--- config.mk ---
export PLATFORM = sky130hd
export DESIGN_NAME = oserdes_tx_sched
export DESIGN_NICKNAME = d
export VERILOG_FILES = /design/src/rtl/oserdes_tx_sched.sv
export SDC_FILE = /design/constraint.sdc
export NUM_CORES = 1
export LEC_CHECK = 0
export ABC_AREA = 1
export CAP_MARGIN = 20
export CELL_PAD_IN_SITES_DETAIL_PLACEMENT = 0
export CELL_PAD_IN_SITES_GLOBAL_PLACEMENT = 1
export CORE_MARGIN = 2
export CORE_UTILIZATION = 38
export CTS_CLUSTER_SIZE = 8
export DETAILED_ROUTE_END_ITERATION = 10
export PLACE_DENSITY_LB_ADDON = 0.1
export SYNTH_ARGS = -nofsm -noshare
export SYNTH_HDL_FRONTEND = slang
export SYNTH_SLANG_ARGS = --single-unit
export TNS_END_PERCENT = 20
--- constraint.sdc ---
create_clock -name clk_i -period 4.2 [get_ports clk_i]
set_input_delay 0.84 -clock clk_i [delete_from_list [all_inputs] [get_ports clk_i]]
set_output_delay 0.84 -clock clk_i [all_outputs]
set_load 0.02 [all_outputs]
--- src/rtl/oserdes_tx_sched.sv ---
// Word-rate scheduler for one OSERDES: arbitrates two burst requesters and a training request,
// wrapping each burst in tristate guard words and padding underruns with the idle word.
module oserdes_tx_sched #(
    parameter int         DATA_WIDTH     = 4,
    parameter int         TRISTATE_WIDTH = 4,
    parameter logic [5:0] IDLE_WORD      = 6'b000000,
    parameter logic [5:0] TRAIN_WORD     = 6'b101010,
    parameter int         TRAIN_WORDS    = 16,
    parameter int         GUARD_WORDS    = 2
) (
    input  logic       clk_i,
    input  logic       sr_i,
    input  logic       train_req_i,
    input  logic       req0_i,
    input  logic       req1_i,
    input  logic [5:0] din0_i,
    input  logic [5:0] din1_i,
    input  logic       last0_i,
    input  logic       last1_i,
    output logic       gnt0_o,
    output logic       gnt1_o,
    output logic [5:0] d_o,
    output logic [3:0] t_o,
    output logic       oce_o,
    output logic       tce_o,
    output logic       busy_o,
    output logic       train_done_o,
    output logic       underrun_o
);

    function automatic logic [5:0] lsb_mask(input int w);
        logic [5:0] m;
        m = '0;
        for (int i = 0; i < 6; i++) begin
            if (i < w) m[i] = 1'b1;
        end
        return m;
    endfunction

    localparam logic [5:0] D_MASK     = lsb_mask(DATA_WIDTH);
    localparam logic [5:0] T_MASK6    = lsb_mask(TRISTATE_WIDTH);
    localparam logic [3:0] T_ON       = ~T_MASK6[3:0];
    localparam logic [5:0] IDLE_D     = IDLE_WORD & D_MASK;
    localparam logic [5:0] TRAIN_D    = TRAIN_WORD & D_MASK;
    localparam logic [7:0] GUARD_LOAD = 8'(GUARD_WORDS - 1);
    localparam logic [7:0] TRAIN_LOAD = 8'(TRAIN_WORDS - 1);

    // state     | meaning
    // HOLD      | post-reset settle, serializer clock enables still off
    // IDLE      | lines released (T=1), arbitrating
    // TRAIN     | training pattern, lines driven
    // GUARD_ON  | driven idle words before a burst
    // BURST     | owner's words forwarded, idle word on underrun
    // GUARD_OFF | driven idle words after a burst
    typedef enum logic [2:0] {
        S_HOLD, S_IDLE, S_TRAIN, S_GUARD_ON, S_BURST, S_GUARD_OFF
    } state_t;

    state_t     state_q, state_d;
    logic [7:0] cnt_q, cnt_d;
    logic [1:0] hold_q, hold_d;
    logic       owner_q, owner_d;
    logic       rr_q, rr_d;
    logic       train_pend_q, train_pend_d;
    logic [5:0] d_q, d_d;
    logic [3:0] t_q, t_d;
    logic       oce_q, oce_d;
    logic       busy_q, busy_d;
    logic       done_q, done_d;
    logic       und_q, und_d;

    logic       xfer;
    logic       last_sel;
    logic [5:0] din_sel;
    logic       cnt_zero;
    logic       train_want;

    assign din_sel    = owner_q ? din1_i : din0_i;
    assign last_sel   = owner_q ? last1_i : last0_i;
    assign xfer       = (state_q == S_BURST) && (owner_q ? req1_i : req0_i);
    assign cnt_zero   = (cnt_q == 8'd0);
    assign train_want = train_req_i || train_pend_q;

    always_ff @(posedge clk_i or posedge sr_i) begin
        if (sr_i) begin
            state_q      <= S_HOLD;
            cnt_q        <= '0;
            hold_q       <= 2'd2;
            owner_q      <= 1'b0;
            rr_q         <= 1'b0;
            train_pend_q <= 1'b0;
            d_q          <= '0;
            t_q          <= 4'hF;
            oce_q        <= 1'b0;
            busy_q       <= 1'b1;
            done_q       <= 1'b0;
            und_q        <= 1'b0;
        end else begin
            state_q      <= state_d;
            cnt_q        <= cnt_d;
            hold_q       <= hold_d;
            owner_q      <= owner_d;
            rr_q         <= rr_d;
            train_pend_q <= train_pend_d;
            d_q          <= d_d;
            t_q          <= t_d;
            oce_q        <= oce_d;
            busy_q       <= busy_d;
            done_q       <= done_d;
            und_q        <= und_d;
        end
    end

    always_comb begin
        state_d      = state_q;
        owner_d      = owner_q;
        rr_d         = rr_q;
        hold_d       = hold_q;
        train_pend_d = train_pend_q;
        unique case (state_q)
            S_HOLD: begin
                if (hold_q == 2'd0) state_d = S_IDLE;
                else                hold_d  = hold_q - 2'd1;
            end
            S_IDLE: begin
                if (train_want) begin
                    state_d = S_TRAIN;
                end else if (req0_i || req1_i) begin
                    state_d = S_GUARD_ON;
                    // rr_q holds the requester preferred when both ask
                    owner_d = (req0_i && req1_i) ? rr_q : req1_i;
                end
            end
            S_TRAIN:     if (cnt_zero) state_d = S_IDLE;
            S_GUARD_ON:  if (cnt_zero) state_d = S_BURST;
            S_BURST: begin
                if (xfer && last_sel) begin
                    state_d = S_GUARD_OFF;
                    rr_d    = ~owner_q;
                end
            end
            S_GUARD_OFF: if (cnt_zero) state_d = S_IDLE;
            default:     state_d = S_HOLD;
        endcase

        // Training requests arriving outside TRAIN wait for the next IDLE
        if (state_q != S_TRAIN && train_req_i) train_pend_d = 1'b1;
        if (state_d == S_TRAIN)                train_pend_d = 1'b0;

        cnt_d = cnt_zero ? cnt_q : cnt_q - 8'd1;
        if (state_d != state_q) begin
            if (state_d == S_TRAIN)                                 cnt_d = TRAIN_LOAD;
            else if (state_d == S_GUARD_ON || state_d == S_GUARD_OFF) cnt_d = GUARD_LOAD;
        end
    end

    // Output words are registered one cycle behind the state that produced them
    always_comb begin
        d_d    = IDLE_D;
        t_d    = 4'hF;
        und_d  = 1'b0;
        done_d = 1'b0;
        oce_d  = oce_q || (state_d != S_HOLD);
        busy_d = (state_d != S_IDLE);
        unique case (state_q)
            S_HOLD:  d_d = '0;
            S_IDLE:  ;
            S_TRAIN: begin
                d_d    = TRAIN_D;
                t_d    = T_ON;
                done_d = cnt_zero;
            end
            S_GUARD_ON, S_GUARD_OFF: t_d = T_ON;
            S_BURST: begin
                t_d = T_ON;
                if (xfer) d_d   = din_sel & D_MASK;
                else      und_d = 1'b1;
            end
            default: d_d = '0;
        endcase
    end

    assign gnt0_o       = (state_q == S_BURST) && !owner_q;
    assign gnt1_o       = (state_q == S_BURST) &&  owner_q;
    assign d_o          = d_q;
    assign t_o          = t_q;
    assign oce_o        = oce_q;
    assign tce_o        = oce_q;
    assign busy_o       = busy_q;
    assign train_done_o = done_q;
    assign underrun_o   = und_q;

endmodule

Word-level counts from Yosys, hierarchy flattened
Cells that the tools add are included.
{"block": "totals", "regBits": 30, "input_bits": 19, "out_inout_bits": 17}
{"block": "op_classes", "n_addsub": 2, "eq_ne": 11, "mux": 23, "bitwise_logic": 3, "reduce_logical": 21}
{"cell": "$mux W8", "count": 4}
{"cell": "$mux W3", "count": 6}
{"cell": "$pmux W3 S5", "count": 1}
{"cell": "$eq A3 B2 Y1 const B", "count": 4}
{"cell": "$mux W4", "count": 3}
{"cell": "$eq A3 B3 Y1 const B", "count": 3}
{"cell": "$logic_not A8 Y1", "count": 1}
{"cell": "$mux W1", "count": 8}
{"cell": "$pmux W4 S2", "count": 1}
{"cell": "$sub A8 B1 Y8 const B", "count": 1}
{"cell": "$logic_and A1 B1 Y1", "count": 6}
{"cell": "$logic_or A1 B1 Y1", "count": 4}
{"cell": "$reduce_and A2 Y1", "count": 2}
{"cell": "$reduce_or A4 Y1", "count": 1}
{"cell": "$eq A3 B1 Y1 const B", "count": 1}
{"cell": "$logic_not A3 Y1", "count": 1}
{"cell": "$ne A3 B1 Y1 const B", "count": 1}
{"cell": "$ne A3 B2 Y1 const B", "count": 1}
{"cell": "$ne A3 B3 Y1", "count": 1}
{"cell": "$not A1 Y1", "count": 3}
{"cell": "$reduce_and A3 Y1", "count": 1}
{"cell": "$reduce_bool A3 Y1", "count": 1}
{"cell": "$logic_not A2 Y1", "count": 1}
{"cell": "$reduce_bool A2 Y1", "count": 1}
{"cell": "other kinds (3)", "count": 3}

Depth between registers and ports, before layout
Gate-level depths: netlist of run 1.
{"block": "logic_depth", "ltp_word": 10, "mapped_depth": 12, "depth_no_buf": 12}

Worst setup path before layout of run 1
Ideal clock, no wire load.
{"block": "synth_path", "kind": "flip-flop to output port", "from": "reg state_q[1]", "to": "out gnt0_o", "arrival_time_ns": 1.066, "path_slack_ns": 2.294, "path_stages_with_launch": 6, "cell_sequence": "dfrtp_1 -> inv_2 -> nand2_2 -> nor2_2 -> inv_1 -> nor2_1"}
{"block": "synth_between", "elab_chain_len": 2}
{"item": "start, declared", "line_no": "59", "text": "state_t state_q, state_d;"}
{"item": "start signal, assigned", "line_no": "99", "text": "state_q <= state_d;"}
{"item": "$eq A3 B3 Y1", "line_no": "183", "text": "assign gnt0_o = (state_q == S_BURST) && !owner_q;"}
{"item": "$logic_and A1 B1 Y1", "line_no": "183"}
{"item": "end, declared", "line_no": "20", "text": "output logic gnt0_o,"}
No other way between the ends.

Final worst setup path of run 1
Ends and elaborated chain as after synthesis.

==> results of run 1 <==
## report_power, final
group | leakage, nW | switching (mW) | internal (mW) | total, mW
registers | 0.310 | 0.0800 | 0.330 | 0.409
logic | 0.518 | 0.415 | 0.280 | 0.695
clock network | 0.0228 | 0.0769 | 0.0680 | 0.145
total | 0.851 | 0.572 | 0.677 | 1.25
## routing by layer
layer | up-vias | share of wire
li1 | 599 | -
met1 | 517 | 0.49
met2 | 33 | 0.43
met3 | 5 | 0.055
met4 | 0 | 0.019
met5 | - | 0
## logic make-up (layout without fill, tap and decap cells)
| family | count (synthesis) | count (layout) | share of synthesized area |
|---|---|---|---|
| flops | 25 | 25 | 0.427 |
| xor+xnor | 5 | 5 | 0.0297 |
| other cells | 1 | 2 | 0.00255 |
| fa+ha+maj | 2 | 2 | 0.0170 |
| simple gates | 89 | 89 | 0.319 |
| compound gates | 23 | 23 | 0.0858 |
| buf+inv | 32 | 57 | 0.105 |
| mux | 2 | 2 | 0.0136 |
## flip-flops by register name (all words and copies together), names as in the netlist
register	cells
oce_o	1
d_o	4
rr_q	1
cnt_q	8
owner_q	1
state_q	3
t_o	1
underrun_o	1
train_done_o	1
busy_o	1
hold_q	2
train_pend_q	1
## cell type report
class / count / area share
clock buffer: 4 / 0.0246
inverter: 23 / 0.0472
multi-input combinational: 123 / 0.378
sequential: 25 / 0.344
tap: 48 / 0.0328
timing repair buffer: 30 / 0.174
## worst min path at each step
stage	cells past startpoint	to	slack, ps
after floorplan	2	rr_q	450
after global placement	2	rr_q	470
after detailed placement	2	rr_q	480
after CTS	2	rr_q	500
after global routing	2	hold_q[1]	550
final	2	rr_q	490
## per-stage QoR
stage / hold slack (ps) / cells
6_report: 491 / 253
5_1_grt: 549 / 253
4_1_cts: 502 / 252
3_5_place_dp: 481 / 248
3_3_place_gp: 470 / 248
2_1_floorplan: 448 / 180
## critical path: cells and delay by family (launching register included)
kind                   cells  cell delay, ps
AND/OR/NAND/NOR            3             320
buffers and inverters      3             840
flip-flops                 1             430
## synth_stat cells, types with 2 or more instances
master / n / area, sq um
nor2_4: 2 / 22.5
inv_2: 5 / 18.8
ha_1: 2 / 25.0
nor3_1: 3 / 15.0
nor2_2: 10 / 62.6
nand2_1: 36 / 135
dfstp_2: 3 / 78.8
nand2_2: 5 / 31.3
nand2_4: 3 / 33.8
o21ai_0: 11 / 55.1
mux2i_1: 2 / 20.0
o21ai_2: 2 / 17.5
o21ai_1: 2 / 10.0
nand3_1: 2 / 10.0
inv_1: 18 / 67.6
a21oi_1: 6 / 30.0
dfrtp_1: 22 / 551
nand3_2: 3 / 30.0
nor2_1: 20 / 75.1
buf_4: 7 / 52.6
xnor2_1: 2 / 17.5
xor2_1: 3 / 26.3
## layout by cell type (no fill, tap or decap), drive strengths merged
master and instances:
a21oi 6, clkdlybuf4s50 29, conb 2, xnor2 2, xor2 3, nand4 1, ha 2, or2 1
clkbuf 4, nand3b 1, mux2i 2, inv 23, nor2 32, and2 1, buf 1, dfstp 3
nor3 4, nand2 44, nand3 5, o21a 1, a31oi 1, o21ai 15, dfrtp 22
==> reports/qor.txt, run 1 <==
Post-synth EDFFs -> 0
Cell Area, Placed -> 1760 sq um
TritonCTS clock tree -> yes
Vias in the first global route -> 1,173
Hold Crit Class -> reg2reg
Starting Density -> 0.399
Clock transition at path regs -> 90 ps
Post-synthesis async set-or-reset flop share -> 1.00
P&R area growth vs syn -> 24.3%
DR pass1 iterations -> 4
DRC errors left -> 0
# rows -> 22
First-pass GRT wire length -> 5210 um
Antenna diode count -> 0
Startpoint Class -> flip-flop
Pwr per Cell Area -> 682 nW/um^2
Die ar. -> 4390 sq um
Die Wd -> 66.3 um
Iter 0 DRT Violations -> 120
CTS max path bufs -> 2
Die span in y -> 66.3 um
GR Util met3 -> 0.0256
Gr usage total -> 0.153
Most used DFF post-synth -> dfrtp_1
Yosys warning count -> 0
Filler cells -> 363
Multi-input logic area -> 692 sq um
Worst reg-to-reg path cell count -> 11
Met1 Use GR -> 0.210
Antenna Violating Nets Remaining -> 0
Final hold vios -> 0
Number of I/O pins -> 36
# Post-CTS Setup Buffers -> 0
Reg2Reg Launch Point -> cnt_q[0]
H-tree Lvls -> 1
Lkg Pwr -> 0.851 nW
Origin of the worst min-delay path -> rr_q
CP max stage cell -> clkdlybuf4s50_1
Post-DP HPWL -> 2120 um
Sequential cell area -> 629 sq um
Post-synthesis cell type count -> 32
Layout cell share with drive strength beyond 1 -> 0.195
Total Neg Setup Slack -> 0 ps
RSZ-0062 raised after global routing -> false
Largest net degree at the start of global routing -> 26
Gr ovfl total -> 0
Final Max Slew Viols -> 0
Core area -> 3690 sq um
Cts bufs inserted -> 3
Detailed-route wire length per cell -> 11.1 um
Crit path DAT -> 1850 ps
Post-Syn Instances -> 179
Sequential fraction of the synthesis area -> 0.427
Critical-path cell list -> inv_2, nand2_2, nor2_2, inv_1, nor2_1, clkdlybuf4s50_1
Via count -> 1,154
Skew final -> 3.14 ps
Hold Buf Count CTS -> 0
Largest fanout on the critical path -> 6
Worst VDD drop -> 0.334 mV
Syn avg cell area -> 8.23 sq um
WP data required -> 3360 ps
Final Net Count -> 227
Sink Count -> 25
Utilization after layout -> 0.496
CP endpoint kind -> output pin
Initial antenna violation count -> 0
Root Buffer -> clkbuf_8
Critical path class -> reg2out
Worst r2r dst -> cnt_q[7]
Final WL -> 2810 um
Reg2reg setup slack -> 2120 ps
Post-synthesis register bit count -> 25
Via-to-Cell Ratio -> 4.56
Min cycle time layout -> 2690 ps
Busiest grt layer -> met2
Synthesized area -> 1470 sq um
Final worst slack -> 1510 ps
CP peak stage delay -> 610 ps
Clock latency on the worst-skew pair -> 270 ps
CP endpoint -> gnt0_o
Fin area -> 1830 sq um
Period utilisation layout -> 0.642
Achievable frequency -> 371 MHz
Place WS -> 1740 ps
Setup crit start -> state_q[1]
Final RePlAce weighted congestion -> 0.819
GR Util met2 -> 0.239
Port Buffer Count -> 29
Status -> complete, no violations
Max_cap viols -> 0
Total power -> 1.25 mW
Final setup vio count -> 0
PostCTS Resize Cnt -> 0
No activity file was read; power rests on OpenSTA's default activity.
==> inputs of run 2 (changes only) <==
- CORE_UTILIZATION: 38 -> 32
- clock period: 4.2 -> 2.4 ns (I/O delays scaled with it)
==> reports/qor.txt, run 2 (synthesized netlist as in run 1, its figures left out) <==
Status -> complete, no violations
Final hold vios -> 0 (unchanged)
Max FFs per register -> 8 (unchanged)
Cts bufs inserted -> 3 (unchanged)
Initial antenna violation count -> 0 (unchanged)
Hold Crit Class -> in2async
Antenna Violating Nets Remaining -> 0 (unchanged)
# Post-CTS Setup Buffers -> 0 (unchanged)
Cell internal pwr -> 1.19 mW (+76%)
Total Neg Setup Slack -> 0 ps (unchanged)
CP peak stage delay -> 410 ps (-200 ps)
WP data required -> 2560 ps (-800 ps)
Critical-path cell list -> inv_1, ha_1, nand2_2, nor2_4, nand2_1, nand4_4, nand2_1, nand2_2, nand2_4, nand2_4, nor2_2
DRC errors left -> 0 (unchanged)
Min cycle time layout -> 2070 ps
Net Switching -> 1.02 mW (+78%)
P&R area growth vs syn -> 24.2% (about the same)
Clock power frac -> 0.116 (about the same)
Final Max Slew Viols -> 0 (unchanged)
Max layer used -> met4
Via count -> 1,145 (-0.78%)
H-tree Lvls -> 1 (unchanged)
Critical path class -> reg2reg
RSZ-0062 raised after global routing -> false
Clock transition at path regs -> 90 ps (about the same)
# rows -> 24 (+9.1%)
Worst VDD drop -> 0.470 mV (+41%)
Final worst slack -> 334 ps (-1170 ps)
Seq pwr share -> 0.317 (-0.011)
Gr ovfl total -> 0 (unchanged)
DR pass1 iterations -> 4 (unchanged)
Final setup vio count -> 0 (unchanged)
Final Net Count -> 228 (+0.44%)
CP endpoint kind -> flip-flop
Detailed-route wire length per cell -> 11.6 um (+4.3%)
Number of I/O pins -> 36 (unchanged)
Final RePlAce weighted congestion -> 0.758 (-7.5%)
Die span in y -> 71.8 um (+8.4%)
Port Buffer Count -> 29 (unchanged)
Achievable frequency -> 484 MHz
Logic pwr share -> 0.566 (+0.010)
CP max stage cell -> dfrtp_1
First-pass GRT wire length -> 5220 um (+0.13%)
Hold Buf Count CTS -> 0 (unchanged)
Starting Density -> 0.336 (-0.0634)
Core area -> 4380 sq um (+19%)
Skew final -> 2.20 ps (-0.947 ps)
Switching Fraction -> 0.461 (+0.00352)
Total power -> 2.21 mW (+77%)
CP bufs+invs -> 1 (-2)
Commonest non-fill, non-tap cells in the layout -> nand2_1, clkdlybuf4s50_1, dfrtp_1
Utilization after layout -> 0.417 (-0.0790)
Vias in the first global route -> 1,127 (-3.9%)
Via-to-Cell Ratio -> 4.44 (-2.7%)
Antenna diode count -> 0 (unchanged)
Place WS -> 299 ps (-1440 ps)
Period utilisation layout -> 0.861
Layout cell share with drive strength beyond 1 -> 0.204 (+0.00876)
CTS max path bufs -> 2 (unchanged)
Die ar. -> 5160 sq um (+18%)
Final WL -> 2990 um (+6.4%)
TritonCTS clock tree -> yes
Gr usage total -> 0.129 (-0.0239)
Routed wl met3 -> 115 um (-26%)
Die Wd -> 71.8 um (+8.4%)
Sink Count -> 25 (unchanged)
Root Buffer -> clkbuf_8
Startpoint Class -> flip-flop
Biggest register -> cnt_q
Max_cap viols -> 0 (unchanged)
DRT met1 WL -> 1580 um (+14%)
Clock latency on the worst-skew pair -> 270 ps (about the same)
Largest net degree at the start of global routing -> 17 (-35%)
Pwr per Cell Area -> 1210 nW/um^2 (+77%)
Post-DP HPWL -> 2320 um (+9.7%)
Iter 0 DRT Violations -> 32 (-73%)
Largest fanout on the critical path -> 14 (+8)
Met2 wire len -> 1280 um (+4.8%)
Crit path DAT -> 2230 ps (+380 ps)
Lkg Pwr -> 0.888 nW (+4.4%)
Delay-heaviest family, CP -> simple AND/OR/NAND/NOR gates
Most common cell after layout, fill and taps aside -> nand2_1
run 2: changes by cell type in the layout (fill, tap and decap cells not counted), sizes merged:
| cell | change |
|---|---|
| clkbuf | -1 |
| clkinv | +1 |
| buf | +1 |
| dlymetal6s2s | +2 |
| clkdlybuf4s50 | -2 |
run 2: routing by layer:
metal / global-route usage / vias to the layer above
met1: 0.193 / 516
met3: 0.0239 / 2
met2: 0.190 / 25
met4: 0.0377 / 0
li1: - / 602
met5: 0 / -
run 2: stage by stage:
stage          std cells  hold WS, ps  cell area [sq um]
2_1_floorplan        180          448               1480
3_3_place_gp         254          466               1780
3_5_place_dp         254          478               1780
4_1_cts              258          488               1820
5_1_grt              258          518               1830
6_report             258          486               1830
run 2: area by class of cell:
| cell class | count | area, sq um |
|---|---|---|
| clock buffers | 3 | 41.3 |
| flip-flops and latches | 25 | 629 |
| fillers | 441 | 2550 |
| repair buffers | 31 | 310 |
| well taps | 52 | 65.1 |
| multi-input cells | 123 | 692 |
| clock inverters | 1 | 5.00 |
| inverters | 23 | 86.3 |
run 2: final timing paths:
check                         start        to  slack, ps  depth (start not counted)
min in group clk_i             rr_q      rr_q        490                          2
max in group asynchronous      sr_i    busy_o       1280                          3
hold reg to reg                rr_q      rr_q        490                          2
setup reg to reg           cnt_q[0]  cnt_q[4]        330                         11
setup / recovery           cnt_q[0]  cnt_q[4]        330                         11
hold / removal                 sr_i    d_o[3]        490                          2
run 2: power by group through the flow:
stage	clock (mW)	combinational (mW)	sequential [mW]
3_3_place_gp	0	1.24	0.704
5_1_grt	0.287	1.41	0.723
6_report	0.257	1.25	0.701
2_1_floorplan	0	0.997	0.702
4_1_cts	0.268	1.27	0.702
3_5_place_dp	0	1.26	0.711
run 2: worst register-to-register path, cell delays in order, from the launching register on:
cell and delay (ps):
dfrtp_1 410, inv_1 70, ha_1 250, nand2_2 120
nor2_4 310, nand2_1 210, nand4_4 170, nand2_1 70
nand2_2 110, nand2_4 90, nand2_4 110, nor2_2 40
run 2: timing repair:
| action | in CTS | in global routing |
|---|---|---|
| endpoints found under the hold margin | 0 | 0 |
| gates resized for setup | 0 | 2 |
| endpoints found under the setup margin | 0 | 2 |
